## src/rtl/alu_seq.sv

```systemverilog
// Sequential ALU: W-bit operands, 2W-bit registered result, start/busy/done handshake.
// Single-cycle ops complete on the start edge; multiply is a W-cycle shift-add.
module alu_seq #(
    parameter int unsigned W = 4
) (
    input  logic              clk,
    input  logic              reset,
    input  logic [W-1:0]      a,
    input  logic [W-1:0]      b,
    input  logic [2:0]        op,
    input  logic              use_acc,
    input  logic              start,
    output logic              busy,
    output logic              done,
    output logic [2*W-1:0]    result
);

    localparam int unsigned RW = 2 * W;
    localparam int unsigned CW = (W > 1) ? $clog2(W) : 1;
    localparam logic [2:0]  OP_MUL = 3'd6;

    typedef enum logic [0:0] {
        IDLE = 1'b0,
        MULT = 1'b1
    } state_t;

    state_t          state;
    logic [RW-1:0]   mcand;
    logic [W-1:0]    mplier;
    logic [RW-1:0]   product;
    logic [CW-1:0]   count;

    logic [W-1:0]    beff_c;
    logic [RW-1:0]   alu_c;
    logic [RW-1:0]   addend_c;
    logic [RW-1:0]   product_next_c;

    // Accumulate mode feeds the low half of the previous result back as B.
    always_comb begin
        beff_c = use_acc ? result[W-1:0] : b;
    end

    // Single-cycle op results; multiply and reserved op yield 0 here.
    always_comb begin
        alu_c = '0;
        case (op)
            3'd0: alu_c = {a, beff_c};
            3'd1: alu_c = RW'({1'b0, a} + {1'b0, beff_c});
            3'd2: alu_c = {a | beff_c, a ^ beff_c};
            3'd3: alu_c[0] = |{a, beff_c};
            3'd4: alu_c[0] = ~(^{a, beff_c});
            3'd5: begin
                if (32'(beff_c) < RW) begin
                    alu_c = RW'(a) << beff_c;
                end
            end
            default: alu_c = '0;
        endcase
    end

    // One shift-add step of the multiply.
    always_comb begin
        addend_c       = mplier[count] ? (mcand << count) : '0;
        product_next_c = product + addend_c;
    end

    always_ff @(posedge clk) begin
        if (reset) begin
            state   <= IDLE;
            result  <= '0;
            done    <= 1'b0;
            busy    <= 1'b0;
            mcand   <= '0;
            mplier  <= '0;
            product <= '0;
            count   <= '0;
        end else begin
            done <= 1'b0;
            case (state)
                IDLE: begin
                    if (start) begin
                        if (op == OP_MUL) begin
                            mcand   <= RW'(a);
                            mplier  <= beff_c;
                            product <= '0;
                            count   <= '0;
                            busy    <= 1'b1;
                            state   <= MULT;
                        end else begin
                            result <= alu_c;
                            done   <= 1'b1;
                        end
                    end
                end
                MULT: begin
                    product <= product_next_c;
                    count   <= count + 1'b1;
                    if (count == CW'(W - 1)) begin
                        result <= product_next_c;
                        done   <= 1'b1;
                        busy   <= 1'b0;
                        state  <= IDLE;
                    end
                end
                default: state <= IDLE;
            endcase
        end
    end

endmodule

```

## config.mk

```make
export PLATFORM = sky130hd
export DESIGN_NAME = alu_seq
export DESIGN_NICKNAME = d
export VERILOG_FILES = /design/src/rtl/alu_seq.sv
export SDC_FILE = /design/constraint.sdc
export NUM_CORES = 1
export LEC_CHECK = 0
export CAP_MARGIN = 20
export CORE_MARGIN = 4
export CORE_UTILIZATION = 40
export DETAILED_ROUTE_END_ITERATION = 7
export SLEW_MARGIN = 20
export SYNTH_ARGS = -nofsm -noshare
export SYNTH_HDL_FRONTEND = slang
export SYNTH_SLANG_ARGS = --single-unit
```

## constraint.sdc

```tcl
create_clock -name clk -period 5.9 [get_ports clk]
set_clock_uncertainty 0.2 [all_clocks]
set_input_delay 0.59 -clock clk [delete_from_list [all_inputs] [get_ports clk]]
set_output_delay 0.59 -clock clk [all_outputs]
set_load 0.01 [all_outputs]
```

==> qor.json, run 1 <==
{
  "cts_hold_buf": 0,
  "detailroute.via_count": 2262,
  "drt_pass1_iterations": 4,
  "iteration_0_drc_markers": 157,
  "cts_tree": "built",
  "synth.yosys.seq_area_share_pct": 24.4,
  "placed_cell_area_um2": 2630,
  "clock-sinks": 29,
  "cts_made_buffers": 5,
  "final.setup.worst_slack_ns": 2.29,
  "setup.worst_path.end_class": "flop",
  "synth_fa_ha_area_share_pct": 12.7,
  "synthToLayoutAreaGrowth_pct": 15.1,
  "synthSimpleGateAreaFrac_pct": 20.8,
  "routed_wire_length_per_instance_um": 16.8,
  "synth_cells": 293,
  "worst_hold_path.endpoint": "product[0]",
  "result_of_the_run": "completed",
  "netlist_top_cells_count": "30 x nor2_1, 29 x dfxtp_1, 26 x nand2_1",
  "finalMaxSlewViolations": 0,
  "dpl.hpwl_mm": 4.86,
  "floorplan.die_area_um2": 7240,
  "fraction_of_registers_with_async_set_reset_pct": 0,
  "critical_path_arrival_ns": 3.54,
  "worst_r2r_path_depth": 8,
  "netlist_area_um2": 2380,
  "clock.fmax_ghz": 0.277,
  "post_cts.repair.setup_buffers": 0,
  "synthDominantCellAreaShare_pct": 24.4,
  "clk_root_buffer_cell": "clkbuf_8",
  "ant_nets": 0,
  "grt_max_degree": 27,
  "synth_warnings": 0,
  "grt_use_total_pct": 18.2,
  "p_total_w": 0.000515,
  "synth_xor_xnor_area_share_pct": 2.58,
  "nFillCells": 561,
  "row_count": 27,
  "syn_area_per_cell_um2": 8.11,
  "start_util_pct": 42.1,
  "max_stage_delay_ns": 0.79,
  "synthTopCellsByArea": "dfxtp_1 24%, ha_1 11%, mux2i_1 5.1%, nor2_1 4.7%, nand2_1 4.1%",
  "hp-start": "product[0]",
  "vias_per_cell": 5.92,
  "gp_congestion": 0.885,
  "boundaryPins": 25,
  "rsz0062_at_grt": "false",
  "detail_route.drc_violations": 0,
  "clock_transition_at_the_registers_of_the_reported_paths_ns": 0.07,
  "slowest_cell_on_the_critical_path": "clkdlybuf4s50_1",
  "power_per_cell_area_nw_per_um2": 188,
  "hold-worst-slack_ns": 0.264,
  "p_leak_nw": 1.10,
  "input_output_buffers": 24,
  "final_period_minus_worst_setup_slack_ns": 3.61,
  "synth-main-ff-cell": "dfxtp_1",
  "syn-num-nets": 331,
  "setup.worst_path.class": "in -> reg",
  "slew_headroom_pct": 37.1,
  "seq_area_um2": 581,
  "antenna_found_initial": 0,
  "timing.reg2reg.setup_slack_ns": 2.85,
  "totalNegativeSetupSlack_ns": 0,
  "postSynthRegisterBits": 29,
  "muxShareOfSynthArea_pct": 9.32,
  "first_global_vias": 2129,
  "cp.required_ns": 5.83,
  "preCtsSetupSlack_ns": 2.05,
  "cts_resized": 0,
  "main_combinational_cell_family_by_area_after_synthesis": "compound AO/OA/AOI/OAI gates",
  "cts-root-to-sink-buffers": 2,
  "wire_length_after_detailed_routing_mm": 6.41,
  "antenna_fix_cells": 0,
  "htree_levels": 2,
  "final_area_um2": 2730,
  "yosys.cell_types.count": 60,
  "drive_above_1_share_pct": 6.13,
  "yosys.area.top_type": "dfxtp_1",
  "critical_path.reg2reg.endpoint": "product[7]",
  "vdd_ir_max_mv": 0.120,
  "worst_skew_pair_later_pin_latency_ns": 0.28,
  "worst_hold_path.num_cells": 2,
  "setup_violations": 0,
  "report.final.hold_viol_count": 0,
  "synth_compound_area_share_pct": 24.3,
  "die-height_um": 85.1,
  "grt_overflow_total": 0,
  "first_pass_grt_wire_length_mm": 10.4,
  "num-nets-final": 347,
  "min_path_type": "reg -> reg",
  "timing.critical_path.from_type": "primary input",
  "critical_path_cell_by_cell": "clkdlybuf4s50_1 -> mux2i_4 -> inv_1 -> ha_1 -> fa_1 -> xnor2_1 -> nand2_1 -> o2111a_1 -> a31oi_1 -> a41oi_1",
  "coreArea_um2": 5640,
  "tightest_slew_ns": 0.939,
  "die_w_um": 85.1,
  "synth_edf_count": 0,
  "min_period_over_period_pct": 61.2,
  "crit-reg2reg-launch": "count[0]",
  "combined_area_of_the_multi_input_logic_cells_um2": 1660,
  "maximum_fanout_encountered_on_the_critical_timing_path": 11,
  "maxCapViolations": 0,
  "synth_most_common_cell": "nor2_1"
}
==> metal layers <==
layer  wire (um)  up-vias  global-route usage, %
met5           0        -                      0
li1            -     1113                      -
met3         429       10                   5.24
met4         125        0                   6.76
met2        2880       73                   27.5
met1        2980     1066                   24.5
==> worst max path at each step <==
stage          startpoint         to  slack, ns  cells past startpoint
2_1_floorplan    count[0]  result[5]       3.15                     10
3_3_place_gp      use_acc  result[2]       2.09                     10
3_5_place_dp      use_acc  result[2]       2.05                     10
4_1_cts           use_acc  result[2]       2.34                     10
5_1_grt           use_acc  result[1]       2.06                     10
6_report          use_acc  result[2]       2.29                     10
==> power by group <==
part | internal [W] | total [W] | switching [W]
clock | 0.000105 | 0.000183 | 0.0000779
combinational | 0.0000525 | 0.000121 | 0.0000689
sequential | 0.000202 | 0.000211 | 0.00000842
==> stage by stage <==
stage	instances	utilization (%)
2_1_floorplan	293	-
3_3_place_gp	374	46.7
3_5_place_dp	374	46.7
4_1_cts	382	48.5
5_1_grt	382	48.5
6_report	382	48.5
==> cells by family (layout without fill, tap and decap cells) <==
group,Yosys count,after routing
simple gates,99,99
compound gates,87,87
buf+inv,31,48
flops,29,29
fa+ha+maj,23,23
mux,17,17
xor+xnor,7,7
==> cell type report <==
| class | count | area share, % |
|---|---|---|
| Clock inverter | 1 | 0.183 |
| Clock buffer | 7 | 3.52 |
| Sequential cell | 29 | 21.2 |
| Multi-Input combinational cell | 233 | 60.6 |
| Timing Repair Buffer | 25 | 9.06 |
| Inverter | 15 | 2.06 |
| Tap cell | 72 | 3.30 |
==> registers in the layout (all words and copies together) (netlist names) <==
register and flops:
product 8, count 2, done 1, busy 1, state 1, mcand 4, result 8, mplier 4
==> cell usage in the layout, fill, tap and decap left out, drive strengths merged, types with 2 or more instances in the layout <==
master	n
nand2	26
a21o	3
mux2i	14
xor2	3
nand2b	3
o211ai	2
a221oi	3
a2111oi	2
nand3	9
mux4	2
and2	4
o311ai	2
clkbuf	7
a211oi	9
o21ai	20
inv	15
a31oi	8
xnor2	4
a21oi	18
fa	2
dfxtp	29
nor3	7
ha	21
nand3b	3
nor3b	3
nor2	30
nor2b	4
a22oi	4
clkdlybuf4s50	24
o21a	2
==> critical path, delay by kind of cell <==
family / cells / cell delay, ns
buffers and inverters: 2 / 0.96
muxes: 1 / 0.55
AOI/OAI and AO/OA: 3 / 0.51
xor gates and xnor gates: 1 / 0.19
adders and majority gates: 2 / 0.66
and+or+nand+nor: 1 / 0.07
Note: power is estimated with default switching activity, not from simulation.
==> run 2: changes to the inputs <==
clock period = 3.24 ns   (was 5.9 ns; I/O delays follow)
==> qor.json, run 2 (synthesis results as in run 1) <==
{
  "vias_per_cell": {"value": 5.72, "change": "-3.4%"},
  "hp-start": "product[4]",
  "dr.max_layer_used": "met4",
  "antenna_found_initial": {"value": 0, "change": "unchanged"},
  "timing.critical_path.from_type": "flop",
  "power_per_cell_area": {"value": 328, "unit": "nW/um^2", "change": "+74%"},
  "timing.critical_path.mode_cell": "o21ai_0",
  "iteration_0_drc_markers": {"value": 193, "change": "+23%"},
  "kind_of_cell_adding_the_most_delay_to_the_critical_path": "simple AND/OR/NAND/NOR gates",
  "gp_congestion": {"value": 0.876, "change": "-0.98%"},
  "grt_overflow_total": {"value": 0, "change": "unchanged"},
  "synthToLayoutAreaGrowth_pct": 19.2,
  "cp.required": {"value": 3.25, "unit": "ns", "change": "-2.58 ns"},
  "critical_path.reg2reg.endpoint": "product[7]",
  "grt_max_degree": {"value": 27, "change": "unchanged"},
  "first_global_vias": {"value": 2141, "change": "+0.56%"},
  "row_count": {"value": 27, "change": "unchanged"},
  "drt_pass1_iterations": {"value": 4, "change": "unchanged"},
  "ant_nets": {"value": 0, "change": "unchanged"},
  "clk_root_buffer_cell": "clkbuf_8",
  "dpl.hpwl": {"value": 4.96, "unit": "mm", "change": "+2.0%"},
  "hold-worst-slack": {"value": 0.264, "unit": "ns", "change": "-0.000392 ns"},
  "max_stage_delay": {"value": 0.58, "unit": "ns", "change": "-0.21 ns"},
  "worst_hold_path.num_cells": {"value": 2, "change": "unchanged"},
  "result_of_the_run": "completed",
  "crit-reg2reg-launch": "count[0]",
  "detailroute.via_count": {"value": 2266, "change": "+0.18%"},
  "routed_wire_length_per_instance": {"value": 16.5, "unit": "um", "change": "-1.9%"},
  "timing.critical_path.buf_inv": {"value": 0, "change": "-2"},
  "layout.cells.most_common": "nor2_1",
  "cts-root-to-sink-buffers": {"value": 2, "change": "unchanged"},
  "slew_headroom": {"value": 49.0, "unit": "%", "change": "+12 points"},
  "grt_use_total": {"value": 18.6, "unit": "%", "change": "+0.44 points"},
  "nFillCells": {"value": 566, "change": "+0.89%"},
  "tightest_slew": {"value": 0.764, "unit": "ns", "change": "-0.175 ns"},
  "floorplan.die_area": {"value": 7240, "unit": "um^2", "change": "unchanged"},
  "min_period_over_period_pct": 91.7,
  "htree_levels": {"value": 2, "change": "unchanged"},
  "cts_resized": {"value": 0, "change": "unchanged"},
  "commonest_cells_after_routing_fill_and_taps_aside": "30 x nor2_1, 29 x dfxtp_1, 26 x nand2_1, 24 x clkdlybuf4s50_1, 21 x ha_1",
  "maximum_fanout_encountered_on_the_critical_timing_path": {"value": 12, "change": "+1"},
  "critical_path_cell_by_cell": "mux4_2 -> and2_1 -> ha_1 -> o21ai_0 -> o21ai_0 -> a21oi_1 -> or3b_2 -> a31oi_1",
  "vdd_ir_max": {"value": 0.232, "unit": "mV", "change": "+94%"},
  "finalMaxSlewViolations": {"value": 0, "change": "unchanged"},
  "drive_above_1_share": {"value": 9.88, "unit": "%", "change": "+3.7 points"},
  "setup.worst_path.class": "reg -> reg",
  "final_area": {"value": 2830, "unit": "um^2", "change": "+3.6%"},
  "detail_route.drc_violations": {"value": 0, "change": "unchanged"},
  "setup.worst_path.end_class": "flop",
  "clock.fmax_ghz": 0.337,
  "maxCapViolations": {"value": 0, "change": "unchanged"},
  "input_output_buffers": {"value": 24, "change": "unchanged"},
  "totalNegativeSetupSlack": {"value": 0, "unit": "ns", "change": "unchanged"},
  "route.met2.wl": {"value": 2.86, "unit": "mm", "change": "-0.69%"},
  "slowest_cell_on_the_critical_path": "dfxtp_1",
  "clock-sinks": {"value": 29, "change": "unchanged"},
  "layout_top_registers": "product x8, result x8",
  "start_util": {"value": 42.1, "unit": "%", "change": "unchanged"},
  "post_cts.repair.setup_buffers": {"value": 0, "change": "unchanged"},
  "num-nets-final": {"value": 362, "change": "+4.3%"},
  "min_path_type": "reg -> reg",
  "worst_hold_path.endpoint": "product[4]",
  "timing.reg2reg.setup_slack": {"value": 0.27, "unit": "ns", "change": "-2.58 ns"},
  "boundaryPins": {"value": 25, "change": "unchanged"},
  "die-height": {"value": 85.1, "unit": "um", "change": "unchanged"},
  "p_total": {"value": 0.000928, "unit": "W", "change": "+80%"},
  "worst_r2r_path_depth": {"value": 8, "change": "unchanged"},
  "wl_met3": {"value": 395, "unit": "um", "change": "-7.9%"},
  "wl_met1": {"value": 3.16, "unit": "mm", "change": "+6.2%"},
  "report.final.hold_viol_count": {"value": 0, "change": "unchanged"},
  "first_pass_grt_wire_length": {"value": 10.7, "unit": "mm", "change": "+2.2%"},
  "cts_tree": "built",
  "critical_path_arrival": {"value": 2.98, "unit": "ns", "change": "-0.56 ns"},
  "final_period_minus_worst_setup_slack_ns": 2.97,
  "die_w": {"value": 85.1, "unit": "um", "change": "unchanged"},
  "worst_skew_pair_later_pin_latency": {"value": 0.28, "unit": "ns", "change": "about the same"},
  "clock_transition_at_the_registers_of_the_reported_paths": {"value": 0.06, "unit": "ns", "change": "about the same"},
  "cts_hold_buf": {"value": 0, "change": "unchanged"},
  "setup_violations": {"value": 0, "change": "unchanged"},
  "p_leak": {"value": 1.16, "unit": "nW", "change": "+5.7%"},
  "wire_length_after_detailed_routing": {"value": 6.52, "unit": "mm", "change": "+1.7%"},
  "placed_cell_area": {"value": 2750, "unit": "um^2", "change": "+4.3%"},
  "cts_made_buffers": {"value": 5, "change": "unchanged"},
  "coreArea": {"value": 5640, "unit": "um^2", "change": "unchanged"},
  "rsz0062_at_grt": "false",
  "antenna_fix_cells": {"value": 0, "change": "unchanged"}
}
run 2: cell types whose count changed in the layout (fill, tap and decap cells not counted):
cell and delta:
clkinv_2 -1, buf_4 +15, clkbuf_1 +1, clkbuf_8 -1
run 2: per-stage QoR:
stage	utilization [%]	std cells	setup WS, ns
6_report	50.2	396	0.269
3_5_place_dp	48.7	389	0.224
4_1_cts	50.2	396	0.278
3_3_place_gp	48.7	389	0.215
2_1_floorplan	-	293	0.492
5_1_grt	50.2	396	0.0772
run 2: cell type report:
| class | instances | area, um^2 | area share [%] |
|---|---|---|---|
| multi-input combinational | 233 | 1660 | 58.6 |
| sequential | 29 | 581 | 20.5 |
| timing repair buffer | 40 | 360 | 12.7 |
| tap | 72 | 90.1 | 3.18 |
| clock buffer | 7 | 86.3 | 3.05 |
| inverter | 15 | 56.3 | 1.99 |
run 2: how the worst max path moves through the flow:
stage          startpoint    endpoint  cells past startpoint
4_1_cts          count[0]  product[7]                      8
5_1_grt          count[0]  product[6]                      8
3_3_place_gp      use_acc   result[3]                      9
2_1_floorplan    count[0]   result[5]                     10
3_5_place_dp      use_acc   result[3]                     10
6_report         count[0]  product[7]                      8
run 2: metal layers:
| metal | up-vias | global-route usage (%) |
|---|---|---|
| met5 | - | 0 |
| met4 | 0 | 5.76 |
| met1 | 1046 | 26.4 |
| met2 | 67 | 28.4 |
| met3 | 10 | 3.79 |
| li1 | 1143 | - |
run 2: worst reg2reg max path, delay by kind of cell (launching register included):
| family | cells | cell delay (ns) |
|---|---|---|
| and+or+nand+nor | 2 | 0.61 |
| AOI/OAI and AO/OA | 4 | 0.59 |
| DFF | 1 | 0.58 |
| muxes | 1 | 0.58 |
| adders and majority gates | 1 | 0.34 |
run 2: power by group:
group	internal (W)	leakage, nW	switching [W]	total, W
combinational	0.000110	0.882	0.000130	0.000239
sequential	0.000368	0.236	0.0000157	0.000384
clock	0.000168	0.0443	0.000136	0.000304
